<file path="src/rtl/uart_bus_pkg.sv">
// Shared command codes and state encodings for the UART bus master.
package uart_bus_pkg;

  localparam logic [7:0] CMD_WRITE = 8'h57;  // 'W'
  localparam logic [7:0] CMD_READ  = 8'h52;  // 'R'
  localparam logic [7:0] RSP_OK    = 8'h4B;  // 'K'
  localparam logic [7:0] RSP_ERR   = 8'h3F;  // '?'

  typedef enum logic [2:0] {
    CmdIdle,
    CmdAddrHi,
    CmdAddrLo,
    CmdData,
    CmdBusReq,
    CmdBusCycle,
    CmdBusWait,
    CmdResp
  } cmd_state_e;

  // Bit-level framing state, shared by receiver and transmitter.
  typedef enum logic [1:0] {
    BitIdle,
    BitStart,
    BitData,
    BitStop
  } bit_state_e;

endpackage

</file>
<file path="src/rtl/uart_rx_core.sv">
// 8N1 UART receiver with glitch rejection, framing check and a one-deep holding register.
module uart_rx_core
  import uart_bus_pkg::*;
#(
  parameter int unsigned CLKS_PER_BIT = 235
) (
  input  logic       clk,
  input  logic       reset,
  input  logic       rx,
  input  logic       consume,
  output logic [7:0] data,
  output logic       valid
);

  localparam int unsigned CntW = (CLKS_PER_BIT > 1) ? $clog2(CLKS_PER_BIT) : 1;
  localparam logic [CntW-1:0] BitLast  = CntW'(CLKS_PER_BIT - 1);
  localparam logic [CntW-1:0] HalfLast = CntW'(CLKS_PER_BIT / 2 - 1);

  logic [1:0]      sync_q;
  logic            rx_s;
  bit_state_e      state_q, state_d;
  logic [CntW-1:0] cnt_q, cnt_d;
  logic [2:0]      idx_q, idx_d;
  logic [7:0]      shift_q, shift_d;
  logic [7:0]      data_q, data_d;
  logic            valid_q, valid_d;
  logic            wait_high_q, wait_high_d;  // set after a framing error until the line idles

  assign rx_s  = sync_q[1];
  assign data  = data_q;
  assign valid = valid_q;

  // Two-flop synchronizer on the asynchronous serial input.
  always_ff @(posedge clk or posedge reset) begin
    if (reset) sync_q <= 2'b11;
    else       sync_q <= {sync_q[0], rx};
  end

  // Receiver state and holding register.
  always_ff @(posedge clk or posedge reset) begin
    if (reset) begin
      state_q     <= BitIdle;
      cnt_q       <= '0;
      idx_q       <= '0;
      shift_q     <= '0;
      data_q      <= '0;
      valid_q     <= 1'b0;
      wait_high_q <= 1'b0;
    end else begin
      state_q     <= state_d;
      cnt_q       <= cnt_d;
      idx_q       <= idx_d;
      shift_q     <= shift_d;
      data_q      <= data_d;
      valid_q     <= valid_d;
      wait_high_q <= wait_high_d;
    end
  end

  // Next-state: start/glitch check, mid-bit sampling, stop-bit validation.
  always_comb begin
    state_d     = state_q;
    cnt_d       = cnt_q;
    idx_d       = idx_q;
    shift_d     = shift_q;
    data_d      = data_q;
    valid_d     = valid_q & ~consume;
    wait_high_d = wait_high_q;
    unique case (state_q)
      BitIdle: begin
        cnt_d = '0;
        if (wait_high_q) begin
          if (rx_s) wait_high_d = 1'b0;
        end else if (!rx_s) begin
          state_d = BitStart;
        end
      end
      BitStart: begin
        if (cnt_q == HalfLast) begin
          cnt_d   = '0;
          idx_d   = '0;
          state_d = rx_s ? BitIdle : BitData;
        end else begin
          cnt_d = cnt_q + 1'b1;
        end
      end
      BitData: begin
        if (cnt_q == BitLast) begin
          cnt_d   = '0;
          shift_d = {rx_s, shift_q[7:1]};
          idx_d   = idx_q + 1'b1;
          if (idx_q == 3'd7) state_d = BitStop;
        end else begin
          cnt_d = cnt_q + 1'b1;
        end
      end
      BitStop: begin
        if (cnt_q == BitLast) begin
          cnt_d   = '0;
          state_d = BitIdle;
          if (rx_s) begin
            data_d  = shift_q;
            valid_d = 1'b1;
          end else begin
            wait_high_d = 1'b1;
          end
        end else begin
          cnt_d = cnt_q + 1'b1;
        end
      end
      default: state_d = BitIdle;
    endcase
  end

endmodule

</file>
<file path="src/rtl/uart_bus_master.sv">
// UART-driven bus initiator: decodes W/R command frames and runs single bus cycles.
module uart_bus_master
  import uart_bus_pkg::*;
#(
  parameter int unsigned CLKS_PER_BIT   = 235,
  parameter int unsigned READ_LATENCY   = 1,
  parameter int unsigned TIMEOUT_CYCLES = 2700000
) (
  input  logic        clk,
  input  logic        reset,
  input  logic        uartRx,
  output logic        uartTx,
  output logic        busReq,
  input  logic        busGrant,
  output logic [15:0] AB,
  output logic [7:0]  DO,
  input  logic [7:0]  DI,
  output logic        CS,
  output logic        WE,
  output logic        active
);

  localparam int unsigned CntW = (CLKS_PER_BIT > 1) ? $clog2(CLKS_PER_BIT) : 1;
  localparam int unsigned ToW  = (TIMEOUT_CYCLES > 1) ? $clog2(TIMEOUT_CYCLES) + 1 : 2;
  localparam int unsigned LatW = (READ_LATENCY > 1) ? $clog2(READ_LATENCY) : 1;
  localparam logic [CntW-1:0] BitLast = CntW'(CLKS_PER_BIT - 1);
  localparam logic [ToW-1:0]  ToLast  = ToW'(TIMEOUT_CYCLES - 1);
  localparam logic [LatW-1:0] LatLast = LatW'(READ_LATENCY - 1);

  logic [7:0] rx_data;
  logic       rx_valid;
  logic       rx_consume;

  cmd_state_e      state_q, state_d;
  logic            write_q, write_d;
  logic [15:0]     addr_q, addr_d;
  logic [7:0]      wdata_q, wdata_d;
  logic [7:0]      rsp_q, rsp_d;
  logic [LatW-1:0] lat_q, lat_d;
  logic [15:0]     ab_q, ab_d;
  logic [7:0]      do_q, do_d;
  logic [ToW-1:0]  to_cnt_q;
  logic            in_frame;
  logic            timed_out;
  logic            tx_start;

  bit_state_e      tx_state_q, tx_state_d;
  logic [CntW-1:0] tx_cnt_q, tx_cnt_d;
  logic [2:0]      tx_idx_q, tx_idx_d;
  logic [7:0]      tx_shift_q, tx_shift_d;
  logic            tx_line_q, tx_line_d;

  uart_rx_core #(
    .CLKS_PER_BIT (CLKS_PER_BIT)
  ) u_rx (
    .clk     (clk),
    .reset   (reset),
    .rx      (uartRx),
    .consume (rx_consume),
    .data    (rx_data),
    .valid   (rx_valid)
  );

  assign in_frame  = (state_q == CmdAddrHi) || (state_q == CmdAddrLo) || (state_q == CmdData);
  assign timed_out = (to_cnt_q == ToLast);

  assign uartTx = tx_line_q;
  assign busReq = (state_q == CmdBusReq) || (state_q == CmdBusCycle) || (state_q == CmdBusWait);
  assign CS     = (state_q == CmdBusCycle);
  assign WE     = CS & write_q;
  assign AB     = ab_q;
  assign DO     = do_q;
  assign active = (state_q != CmdIdle);

  // Inter-byte idle counter; cleared on every consumed byte and outside a frame.
  always_ff @(posedge clk or posedge reset) begin
    if (reset)                     to_cnt_q <= '0;
    else if (in_frame && !rx_valid) to_cnt_q <= to_cnt_q + 1'b1;
    else                           to_cnt_q <= '0;
  end

  // Command FSM and bus registers.
  always_ff @(posedge clk or posedge reset) begin
    if (reset) begin
      state_q <= CmdIdle;
      write_q <= 1'b0;
      addr_q  <= '0;
      wdata_q <= '0;
      rsp_q   <= '0;
      lat_q   <= '0;
      ab_q    <= '0;
      do_q    <= '0;
    end else begin
      state_q <= state_d;
      write_q <= write_d;
      addr_q  <= addr_d;
      wdata_q <= wdata_d;
      rsp_q   <= rsp_d;
      lat_q   <= lat_d;
      ab_q    <= ab_d;
      do_q    <= do_d;
    end
  end

  // Command decode, bus handshake and response hand-off to the transmitter.
  always_comb begin
    state_d    = state_q;
    write_d    = write_q;
    addr_d     = addr_q;
    wdata_d    = wdata_q;
    rsp_d      = rsp_q;
    lat_d      = lat_q;
    ab_d       = ab_q;
    do_d       = do_q;
    rx_consume = 1'b0;
    tx_start   = 1'b0;
    unique case (state_q)
      CmdIdle: begin
        if (rx_valid) begin
          rx_consume = 1'b1;
          if (rx_data == CMD_WRITE) begin
            write_d = 1'b1;
            state_d = CmdAddrHi;
          end else if (rx_data == CMD_READ) begin
            write_d = 1'b0;
            state_d = CmdAddrHi;
          end else begin
            rsp_d   = RSP_ERR;
            state_d = CmdResp;
          end
        end
      end
      CmdAddrHi: begin
        if (rx_valid) begin
          rx_consume   = 1'b1;
          addr_d[15:8] = rx_data;
          state_d      = CmdAddrLo;
        end else if (timed_out) begin
          state_d = CmdIdle;
        end
      end
      CmdAddrLo: begin
        if (rx_valid) begin
          rx_consume  = 1'b1;
          addr_d[7:0] = rx_data;
          state_d     = write_q ? CmdData : CmdBusReq;
        end else if (timed_out) begin
          state_d = CmdIdle;
        end
      end
      CmdData: begin
        if (rx_valid) begin
          rx_consume = 1'b1;
          wdata_d    = rx_data;
          state_d    = CmdBusReq;
        end else if (timed_out) begin
          state_d = CmdIdle;
        end
      end
      CmdBusReq: begin
        if (busGrant) begin
          ab_d    = addr_q;
          if (write_q) do_d = wdata_q;
          state_d = CmdBusCycle;
        end
      end
      CmdBusCycle: begin
        lat_d   = '0;
        state_d = CmdBusWait;
      end
      CmdBusWait: begin
        if (write_q) begin
          rsp_d   = RSP_OK;
          state_d = CmdResp;
        end else if (lat_q == LatLast) begin
          rsp_d   = DI;
          state_d = CmdResp;
        end else begin
          lat_d = lat_q + 1'b1;
        end
      end
      CmdResp: begin
        if (tx_state_q == BitIdle) begin
          tx_start = 1'b1;
          state_d  = CmdIdle;
        end
      end
      default: state_d = CmdIdle;
    endcase
  end

  // Transmitter registers; the line itself is registered so it never glitches.
  always_ff @(posedge clk or posedge reset) begin
    if (reset) begin
      tx_state_q <= BitIdle;
      tx_cnt_q   <= '0;
      tx_idx_q   <= '0;
      tx_shift_q <= '0;
      tx_line_q  <= 1'b1;
    end else begin
      tx_state_q <= tx_state_d;
      tx_cnt_q   <= tx_cnt_d;
      tx_idx_q   <= tx_idx_d;
      tx_shift_q <= tx_shift_d;
      tx_line_q  <= tx_line_d;
    end
  end

  // Transmit sequencing: start, 8 data bits LSB first, stop.
  always_comb begin
    tx_state_d = tx_state_q;
    tx_cnt_d   = tx_cnt_q;
    tx_idx_d   = tx_idx_q;
    tx_shift_d = tx_shift_q;
    tx_line_d  = tx_line_q;
    unique case (tx_state_q)
      BitIdle: begin
        tx_line_d = 1'b1;
        tx_cnt_d  = '0;
        if (tx_start) begin
          tx_shift_d = rsp_q;
          tx_line_d  = 1'b0;
          tx_state_d = BitStart;
        end
      end
      BitStart: begin
        if (tx_cnt_q == BitLast) begin
          tx_cnt_d   = '0;
          tx_idx_d   = '0;
          tx_line_d  = tx_shift_q[0];
          tx_state_d = BitData;
        end else begin
          tx_cnt_d = tx_cnt_q + 1'b1;
        end
      end
      BitData: begin
        if (tx_cnt_q == BitLast) begin
          tx_cnt_d = '0;
          if (tx_idx_q == 3'd7) begin
            tx_line_d  = 1'b1;
            tx_state_d = BitStop;
          end else begin
            tx_shift_d = {1'b0, tx_shift_q[7:1]};
            tx_line_d  = tx_shift_q[1];
            tx_idx_d   = tx_idx_q + 1'b1;
          end
        end else begin
          tx_cnt_d = tx_cnt_q + 1'b1;
        end
      end
      BitStop: begin
        if (tx_cnt_q == BitLast) begin
          tx_cnt_d   = '0;
          tx_state_d = BitIdle;
        end else begin
          tx_cnt_d = tx_cnt_q + 1'b1;
        end
      end
      default: tx_state_d = BitIdle;
    endcase
  end

endmodule

</file>
<file path="config.mk">
export PLATFORM = sky130hd
export DESIGN_NAME = uart_bus_master
export DESIGN_NICKNAME = d
export VERILOG_FILES = /design/src/rtl/uart_bus_pkg.sv /design/src/rtl/uart_rx_core.sv /design/src/rtl/uart_bus_master.sv
export SDC_FILE = /design/constraint.sdc
export NUM_CORES = 1
export LEC_CHECK = 0
export CORE_UTILIZATION = 30
export CTS_BUF_LIST = sky130_fd_sc_hd__clkbuf_8
export CTS_CLUSTER_SIZE = 8
export DETAILED_ROUTE_END_ITERATION = 8
export DONT_BUFFER_PORTS = 1
export GPL_TIMING_DRIVEN = 1
export SETUP_SLACK_MARGIN = 0.05
export SLEW_MARGIN = 30
export SYNTH_ARGS = -nofsm -noshare
export SYNTH_HDL_FRONTEND = slang
export SYNTH_HIERARCHICAL = 1
export SYNTH_SLANG_ARGS = --single-unit
</file>
<file path="constraint.sdc">
create_clock -name clk -period 5.5 [get_ports clk]
set_input_delay 0.825 -clock clk [delete_from_list [all_inputs] [get_ports clk]]
set_output_delay 0.825 -clock clk [all_outputs]
set_load 0.01 [all_outputs]
</file>
==> impl_metrics.ini, run 1 <==
[place]
dp.cells = 815
gp_congestion = 0.763
place_ws_ns = 3.17
port_buffers = 0
place_area_um2 = 6790
dp_hpwl_mm = 9.03

[setup_path]
cpLargestDelayFamily = flip-flops
crit_fanout = 17
critical_path_class = register to primary output
critical_path.cell_chain = nor3_1 -> inv_1
max_stage_delay_ns = 0.55
cp_slowest_cell = dfrtp_1
cp.required_ns = 4.68
cp_num_buf_inv = 1
cp_data_arrival_time_ns = 1.69
end_kind = primary output
startpoint_type = register

[yosys]
syn_area_um2 = 6530
synth_fa_ha_area_share_pct = 2.87
synth.net_count = 588
synthSimpleGateAreaFrac_pct = 16.0
ys_warn_count = 6
ys.flop_type = dfrtp_1
syn_avg_cell_area_um2 = 11.6
synth-xor-area-share_pct = 2.55
synthCells = 561
synth_compound_area_share_pct = 9.01
synth_edf_count = 0
synthDistinctLibCells = 68
muxShareOfSynthArea_pct = 13.9
synth_top_family_by_area = simple AND/OR/NAND/NOR gates
ys_seq_elements = 138
async_flop_share_pct = 100
seq_area_frac_synth_pct = 53.0

[floorplanning]
dieWidth_um = 150
fp-row-count = 53
die_h_um = 150
io_pins = 41
start_util_pct = 30.9
coreArea_um2 = 21200
dieArea_um2 = 22400

[detailed_routing]
drc_errors = 0
vias_per_cell = 5.04
vias = 4265
drtIter0Drc = 269
avgRoutedWirePerCell_um = 15.4
wirelength_mm = 13.0
drt_first_pass_iters = 4
antenna_left = 0

[global_route]
grt_pass1_vias = 4260
grt_usage_pct = 12.5
overflow = 0
grt_max_degree = 54
grt_pass1_wl_mm = 22.0
antenna_found_initial = 0

[power_and_ir_drop]
vdd_drop_max_uv = 157
powerDensity_nw_per_um2 = 261
power_mw = 1.87
p_leak_nw = 3.17

[sta]
setup_viol = 0
final-hold-violation-count = 0
fin_skew_ns = 0.0188
slew_headroom_pct = 45.8
rsz0062_at_grt = false
fin_crit_sh_pct = 45.8
max_clock_freq_ghz = 0.397
slew_violations = 0
tightest_slew_ns = 0.806
worst_slack_ns = 2.98
tns_ns = 0
min_period_ns = 2.52

[cts]
cts_buffer_depth = 2
cts_sinks = 138
root_buffer = clkbuf_8
ctsHtreeMaxLevel = 4
clkTransAtPathRegs_ns = 0.07
cts_buffers = 17
cts_resized = 0
ctsHoldBuffers = 0
post_cts_buffers = 0
clock_latency_ns = 0.45
cts_tree = done

[finish]
n_antenna_cell = 0
layout-area-overhead-vs-synth_pct = 10.1
finalNonFillerCells = 847
layout-drive-gt1-share_pct = 22.0
nets = 586
final_area_um2 = 7190

[flow_run]
max_cap_violations = 0

[run_status]
status = complete, no violations

[min_path]
hold_class = primary input to asynchronous set/reset pin
==> path summary, 6_finish.rpt <==
kind,from,endpoint,slack (ns),cells after the start
hold / removal,reset,to_cnt_q[2],0.34,1
setup reg to reg,tx_idx_q[0],tx_state_q[1],3.15,5
setup / recovery,state_q[1],active,2.98,2
hold reg to reg,u_rx/sync_q[0],u_rx/sync_q[1],0.36,0
min in group clk,u_rx/sync_q[0],u_rx/sync_q[1],0.36,0
max in group asynchronous,reset,state_q[2],4.02,2
==> layer usage <==
metal | part of all wire, % | GRT usage [%]
met5 | 0 | 0
met4 | 1.2 | 4.13
met3 | 4.0 | 3.81
met2 | 49 | 20.1
met1 | 46 | 15.9
==> worst reg2reg max path: stages, from the launching register on <==
cell and delay (ns):
dfrtp_1 0.41, ha_1 0.17, ha_1 0.31, or4b_1 0.47
a222oi_1 0.49, mux2_1 0.38
==> placed cells by master (no fill, tap or decap), types with 5 or more instances in the layout <==
cell	instances
nand3_1	21
nor2b_1	5
clkbuf_8	19
inv_1	20
o21ai_0	22
nor2_1	26
nand2b_1	13
ha_1	15
xor2_1	12
nand4_1	14
nand2_1	28
or3_1	6
a21oi_1	21
nor3_1	8
xnor2_1	7
dfrtp_1	135
and3_1	6
or2_2	5
mux2_2	75
and4_1	6
==> registers in the layout (all words and copies together), names as in the netlist, 8 cells and up, named ones only <==
register / count
to_cnt_q: 23
AB: 16
addr_q: 16
DO: 8
rsp_q: 8
tx_cnt_q: 8
tx_shift_q: 8
u_rx/cnt_q: 8
u_rx/data: 8
u_rx/shift_q: 8
wdata_q: 8
==> synth_stat cells, drive strengths merged, types with 6 or more instances <==
cell      n  share of area, %
nand2b   13               1.2
nand2    28               1.6
buf       9              0.79
xor2     12               1.6
nor2     26               1.5
a21oi    21               1.6
o21ai    24               1.8
nor3     11               1.3
nand3    21               1.6
mux2     78                13
nand4    15               1.5
or3       7              0.69
clkbuf   16              0.92
dfrtp   135                52
and4      6              0.80
ha       15               2.9
xnor2     7              0.94
and3      6              0.57
inv      17              0.98
==> logic make-up (layout without fill, tap and decap cells) <==
group           after synthesis  in the layout
simple gates                176            176
flops                       138            138
compound gates               89             89
mux                          81             81
buf+inv                      43             54
xor+xnor                     19             19
fa+ha+maj                    15             15
==> metrics by stage <==
step	hold WS (ns)	util, %
after floorplan	0.345	-
after global placement	0.347	32.1
after detailed placement	0.347	32.1
after CTS	0.340	34.0
after global routing	0.340	34.0
final	0.345	34.0
==> where the power goes <==
part	internal, mW	switching (mW)
clock	0.424	0.395
combinational	0.00806	0.0227
sequential	1.02	0.00380
total	1.45	0.421
==> cell type report <==
type	count	area [um2]
tap	275	344
timing repair buffer	4	30.0
clock inverter	13	130
clock buffer	19	262
fill	2079	14000
multi-input combinational	380	2890
sequential	138	3460
inverter	18	70.1
Power figures use the tool's default switching activity.
==> run 2: changes to the inputs <==
clock period = 2.29 ns   (was 5.5 ns; I/O delays follow)
==> run 2 against run 1 <==
Compared with the run above: clock skew is 0.0076 ns lower; non-clock buffer count up 19; critical path depth up 4; utilization up 0.96 points; cell area grew 2.8%; largest power group unchanged.
==> impl_metrics.ini, run 2 (same netlist as run 1, synthesis figures left out) <==
[detailed_routing]
vias = 4348
wirelength_mm = 12.9
avgRoutedWirePerCell_um = 14.9
drc_errors = 0
vias_per_cell = 5.02
drt_first_pass_iters = 4
antenna_left = 0
drtIter0Drc = 218

[sta]
min_period_ns = 2.16
tns_ns = 0
max_clock_freq_ghz = 0.463
rsz0062_at_grt = false
final-hold-violation-count = 0
tightest_slew_ns = 0.779
fin_crit_sh_pct = 94.3
slew_violations = 0
fin_skew_ns = 0.0112
worst_slack_ns = 0.130
slew_headroom_pct = 47.3
hold_ws_ns = 0.0549
setup_viol = 0

[setup_path]
reg2reg_to = tx_state_q[1]
end_kind = register
cp.required_ns = 2.62
crit_path_start = tx_cnt_q[0]
r2r_start = tx_cnt_q[0]
crit_fanout = 4
crit_end = tx_state_q[1]
critical_path_class = register to register
r2r_cells = 6
cp_data_arrival_time_ns = 2.49
r2r_slack_ns = 0.13
startpoint_type = register

[power_and_ir_drop]
power_mw = 4.57
vdd_drop_max_uv = 392
powerDensity_nw_per_um2 = 618
p_leak_nw = 3.26

[finish]
largest_reg_flops = 23
layout-drive-gt1-share_pct = 24.9
layout_common_cells = dfrtp_1 (135), mux2_2 (75), nand2_1 (28)
finalNonFillerCells = 866
utilization_pct = 34.9
layout-area-overhead-vs-synth_pct = 13.2
seqCellArea_um2 = 3460
final_area_um2 = 7390
max_flop_register = to_cnt_q
nets = 605
final_common_cell = dfrtp_1
fillers = 2062
n_antenna_cell = 0
multi_input_area_um2 = 2910

[cts]
clock_latency_ns = 0.45
cts_buffer_depth = 2
ctsHtreeMaxLevel = 4
clkTransAtPathRegs_ns = 0.08
cts_tree = done
cts_sinks = 138
root_buffer = clkbuf_8
cts_buffers = 17

[global_route]
grt_pass1_vias = 4243
grt_pass1_wl_mm = 21.5
antenna_found_initial = 0
grt_usage_pct = 12.3
grt_max_degree = 83
overflow = 0

[floorplanning]
dieWidth_um = 150
start_util_pct = 30.9
fp-row-count = 53
io_pins = 41
die_h_um = 150
coreArea_um2 = 21200
dieArea_um2 = 22400

[min_path]
hold_class = primary input to register

[place]
dp_hpwl_mm = 9.13
port_buffers = 0
place_ws_ns = 0.0425
gp_congestion = 0.785
dp.cells = 830
place_area_um2 = 6920

[run_status]
status = complete, no violations

[flow_run]
max_cap_violations = 0
## run 2: worst min path at each step
stage,startpoint,to,cells past startpoint
finish,DI[0],rsp_q[0],1
global placement,reset,DO[7],2
global route,DI[3],rsp_q[3],1
detailed placement,reset,DO[7],2
floorplan,u_rx/sync_q[0],u_rx/sync_q[1],0
CTS,DI[7],rsp_q[7],2
## run 2: repair_timing
item	CTS	global route
buffers inserted	0	1
endpoints found under the hold margin	136	1
pin swaps	0	2
resized for setup	1	2
hold buffers	2	1
endpoints found under the setup margin	1	1
## run 2: power breakdown
part | switching [mW] | leakage [nW] | internal [mW] | total, mW
Clock | 0.958 | 0.208 | 1.07 | 2.03
Sequential | 0.00952 | 1.84 | 2.45 | 2.46
Combinational | 0.0559 | 1.21 | 0.0263 | 0.0822
Total | 1.02 | 3.26 | 3.55 | 4.57
## run 2: worst max-delay path, stage by stage (launching register included)
cell and delay, ns:
dfrtp_1 0.40, inv_1 0.08, ha_2 0.18, nand4_2 0.11, or4b_1 0.48, a222oi_1 0.43, mux2_1 0.36
## run 2: layer usage
metal / global-route usage (%) / part of all wire, % / vias up
met5: 0 / 0 / -
met4: 4.03 / 1.2 / 0
met3: 4.30 / 4.4 / 12
met2: 20.1 / 50 / 59
met1: 15.0 / 44 / 2190
li1: - / - / 2087
## run 2: cell type report
| cell class | count | area share, % |
|---|---|---|
| Timing Repair Buffer | 23 | 2.61 |
| Sequential cell | 138 | 46.8 |
| Multi-Input combinational cell | 380 | 39.4 |
| Clock buffer | 20 | 3.73 |
| Clock inverter | 12 | 1.90 |
| Inverter | 18 | 0.965 |
| Tap cell | 275 | 4.66 |
